==> src/rtl/cfg_mem_unit.sv <==
// Configuration memory endpoint: edge-detected write capture, deferred commit, and LSB-first serial readout.
// Optional build macro CFG_PARITY_EN enables the even-parity check on commit.
module cfg_mem_unit #(
    parameter logic [1:0] DEFAULT_KEY = 2'b00,
    parameter int         KEY_MSB     = 34
) (
    input  logic        clk,
    input  logic        arst,
    input  logic        write_en,
    input  logic [34:0] configin,
    output logic [1:0]  syskey,
    output logic [34:0] cfg_active,
    output logic        wr_ack,
    output logic        wr_err,
    output logic [7:0]  wr_count,
    input  logic        rd_req,
    output logic        rd_busy,
    output logic        rd_valid,
    output logic        rd_bit
);

    typedef enum logic {IDLE, SHIFT} state_t;

    state_t      state;
    state_t      state_next;
    logic        we_prev;
    logic        pending;
    logic [34:0] shadow;
    logic [34:0] snap;
    logic [5:0]  bitcnt;
    logic [5:0]  bitcnt_inc;
    logic        write_event;
    logic        commit;
    logic        commit_ok;

    assign write_event = write_en & ~we_prev;
    assign commit      = pending & (state == IDLE);
    assign bitcnt_inc  = bitcnt + 6'd1;

`ifdef CFG_PARITY_EN
    assign commit_ok = ~(^shadow);
`else
    assign commit_ok = 1'b1;
`endif

    always_ff @(posedge clk or posedge arst) begin
        if (arst) state <= IDLE;
        else      state <= state_next;
    end

    // A pending commit blocks readout start so a commit never races the snapshot.
    always_comb begin
        state_next = state;
        case (state)
            IDLE:    if (rd_req && !pending) state_next = SHIFT;
            SHIFT:   if (bitcnt == 6'd34)    state_next = IDLE;
            default: state_next = IDLE;
        endcase
    end

    // A new event keeps pending set even when an older shadow commits on this edge.
    always_ff @(posedge clk or posedge arst) begin
        if (arst) begin
            we_prev <= 1'b0;
            shadow  <= '0;
            pending <= 1'b0;
        end else begin
            we_prev <= write_en;
            if (write_event) begin
                shadow  <= configin;
                pending <= 1'b1;
            end else if (commit) begin
                pending <= 1'b0;
            end
        end
    end

    always_ff @(posedge clk or posedge arst) begin
        if (arst) begin
            cfg_active <= '0;
            syskey     <= DEFAULT_KEY;
            wr_count   <= '0;
            wr_ack     <= 1'b0;
            wr_err     <= 1'b0;
        end else begin
            wr_ack <= commit & commit_ok;
            wr_err <= commit & ~commit_ok;
            if (commit && commit_ok) begin
                cfg_active <= shadow;
                syskey     <= shadow[KEY_MSB -: 2];
                if (wr_count != 8'hFF) wr_count <= wr_count + 8'd1;
            end
        end
    end

    // rd_bit is preloaded one edge ahead so it always equals snap[bitcnt] while shifting.
    always_ff @(posedge clk or posedge arst) begin
        if (arst) begin
            snap     <= '0;
            bitcnt   <= '0;
            rd_bit   <= 1'b0;
            rd_busy  <= 1'b0;
            rd_valid <= 1'b0;
        end else begin
            rd_busy  <= (state_next == SHIFT);
            rd_valid <= (state_next == SHIFT);
            if (state == IDLE && state_next == SHIFT) begin
                snap   <= cfg_active;
                bitcnt <= '0;
                rd_bit <= cfg_active[0];
            end else if (state == SHIFT && state_next == SHIFT) begin
                bitcnt <= bitcnt_inc;
                rd_bit <= snap[bitcnt_inc];
            end else begin
                rd_bit <= 1'b0;
            end
        end
    end

endmodule
==> config.mk <==
export PLATFORM = sky130hd
export DESIGN_NAME = cfg_mem_unit
export DESIGN_NICKNAME = d
export VERILOG_FILES = /design/src/rtl/cfg_mem_unit.sv
export SDC_FILE = /design/constraint.sdc
export NUM_CORES = 1
export LEC_CHECK = 0
export ABC_AREA = 0
export CAP_MARGIN = 20
export CORE_MARGIN = 2
export CORE_UTILIZATION = 54
export CTS_BUF_LIST = sky130_fd_sc_hd__clkbuf_4 sky130_fd_sc_hd__clkbuf_8
export CTS_CLUSTER_SIZE = 20
export DETAILED_ROUTE_END_ITERATION = 6
export GPL_TIMING_DRIVEN = 1
export HOLD_SLACK_MARGIN = 0.05
export PLACE_DENSITY = 0.78
export SYNTH_ARGS = -nofsm -noshare
export SYNTH_HDL_FRONTEND = slang
export SYNTH_SLANG_ARGS = --single-unit
==> constraint.sdc <==
create_clock -name clk -period 5.2 [get_ports clk]
set_input_delay 1.04 -clock clk [delete_from_list [all_inputs] [get_ports clk]]
set_output_delay 1.04 -clock clk [all_outputs]
set_load 0.01 [all_outputs]
==> metrics.cfg <==
[synth]
synth_area_leaders=dfrtp_1 (61%), mux2_2 (16%), nand2_1 (8.2%)
yosysMostFrequentCell=dfrtp_1
synth-seq-cells=124
avgSynthCellArea_um2=12.7
ys_seq_area_frac=0.610
yosys-top-cells-count=dfrtp_1 (124), nand2_1 (111), mux2_2 (71), clkbuf_1 (10)
ys_warn_count=0
yosysTopAreaCellShare=0.610
async_reset_ff_frac=1.00
synth_edf_count=0
synth_top_area_cell=dfrtp_1
ys_types=32
synth-main-ff-cell=dfrtp_1
syn_inst=400
syn_area_mm2=0.00509
syn_nets=442

[power]
intPower_uw=1630
leakage_uw=0.00313
pwr-share-seq=0.495
power_switching_uw=437
combPwrFrac=0.047
ir_drop_v=0.000203
swShare=0.211
power_density_mw_per_mm2=317
clkPwrFrac=0.458

[setup_path]
end_kind=flip-flop
path_buf_inv=1
required_ns=5.49
cp_top_family=multiplexers
crit_slowest_cell=dfrtp_1
crit_chain=inv_1 -> ha_1 -> mux4_1 -> mux4_2 -> nand3_1 -> nand4_1
start_kind=flip-flop
max_stage_delay_ns=0.74
cp_max_fo=13
arrival_ns=3.08
critical_path_class=flip-flop to flip-flop

[timing]
fin_crit_sh=0.536
hold_viol=0
post-route-min-period_ns=2.79
setup_viol=0
max_freq_mhz=359
slew_headroom=0.273
fin_ws_ns=2.41
setup_tns_ns=0
clock_skew_ns=0.0136
grt_setup_unrepaired=no
worst_pin_slew_ns=1.09
drv_slew=0

[clock_tree]
cts.sinks=124
cts_root_buffer=clkbuf_8
cts_tree=yes
cts.htree.levels=4
cts-buffers-inserted=17
clock_path_buffers=2
ctsResizeCount=0
hold_buffers=0
post-cts-setup-buffers=0
path_clk_slew_ns=0.07
clock_latency_ns=0.42

[cells_and_area]
area_delta_synth_final_pct=28.1
diodes=0
drive_above_1_share=0.236
design_area_mm2=0.00652
nNetsFinal=530
finalNonFillerCells=612
final_util=0.709
fill_cells=658

[route]
vias_per_cell=5.40
wire_per_inst_um=15.6
drtIter0Drc=92
drtAntennaViolNets=0
vias=3305
drt_wl_total_um=9570
drtPass1Iterations=4
drcViolationCount=0

[grt]
track_usage=0.209
grt_remaining_overflow=0
antenna_found_initial=0
grt_first_pass_wirelength_um=16400
grt_pass1_vias=3332
grt_start_max_net_pins=45

[floorplan]
initial_core_util=0.553
dieArea_mm2=0.0102
pin_count=89
fp.dieW_um=101
row_count=35
placeableCoreArea_mm2=0.00920
die-height_um=101

[placement]
post_dp_cell_area_mm2=0.00604
gp_congestion=0.838
io_buffers=87
dp_cells=579
place_hpwl_um=6050
pre_cts_ws_ns=2.18

[status]
outcome=complete, no violations

[worst_hold_path]
hold_class=flip-flop to flip-flop

[job]
maxCapViolCount=0

layer usage:
layer  global-route usage  wire length [µm]
met4               0.0738               142
met2                0.331              4740
met3               0.0548               479
met5                    0                 0
met1                0.282              4210
path summary, 6_finish.rpt:
path	from	cells after the start	slack [ns]	end
min in group asynchronous	arst	2	1.03	cfg_active[24]$_DFFE_PP0P_
min reg2reg	snap[30]$_DFFE_PP0P_	2	0.47	snap[30]$_DFFE_PP0P_
max	bitcnt[0]$_DFFE_PP0P_	6	2.41	rd_bit$_DFF_PP0_
min	snap[30]$_DFFE_PP0P_	2	0.47	snap[30]$_DFFE_PP0P_
max reg2reg	bitcnt[0]$_DFFE_PP0P_	6	2.41	rd_bit$_DFF_PP0_
max in group asynchronous	arst	3	3.26	cfg_active[5]$_DFFE_PP0P_
area by class of cell:
type	instances	area (µm²)	area share
clock inverters	12	183	0.0280
flip-flops and latches	124	3100	0.476
repair buffers	92	928	0.142
clock buffers	20	275	0.0422
well taps	111	139	0.0213
inverters	3	13.8	0.00211
multi-input cells	250	1880	0.288
flip-flops by register name, indices dropped and copies added, names as in the netlist, 2 cells and up:
name / flops
wr_count: 8
syskey: 2
shadow: 35
cfg_active: 33
snap: 35
bitcnt: 6
worst reg2reg max path, stage by stage, from the launching register on:
cell and delay, ns:
dfrtp_1 0.74, inv_1 0.20, ha_1 0.65, mux4_1 0.39
mux4_2 0.48, nand3_1 0.10, nand4_1 0.10
cell families (layout without fill, tap and decap cells):
group	count (synthesis)	count (layout)	share of synthesized area
simple gates	139	139	0.111
flops	124	124	0.610
mux	83	83	0.209
buf+inv	26	127	0.0238
compound gates	13	13	0.0192
xor+xnor	11	11	0.0189
fa+ha+maj	3	3	0.00738
other cells	1	1	0.000737
power groups by stage:
stage               clock [µW]  sequential, µW  combinational [µW]
finish                     946            1020                97.1
global placement             0            1040                95.1
detailed placement           0            1040                99.3
global route              1020            1030                 108
floorplan                    0            1040                59.2
CTS                        964            1020                 100
per-stage QoR:
stage               total power (µW)  hold WS, ns
finish                          2070        0.469
detailed placement              1140        0.457
global route                    2150        0.505
CTS                             2090        0.472
floorplan                       1090        0.438
global placement                1130        0.452
layout by cell type, fill, tap and decap left out, drive strengths merged, types with 6 or more instances in the layout:
master and n:
clkbuf 20, clkdlybuf4s50 87, dfrtp 124, inv 6, mux2 71, mux4 10, nand2 111, nand3 7
nand4 6, nor2 7, xor2 6
No activity file was read; power rests on OpenSTA's default activity.
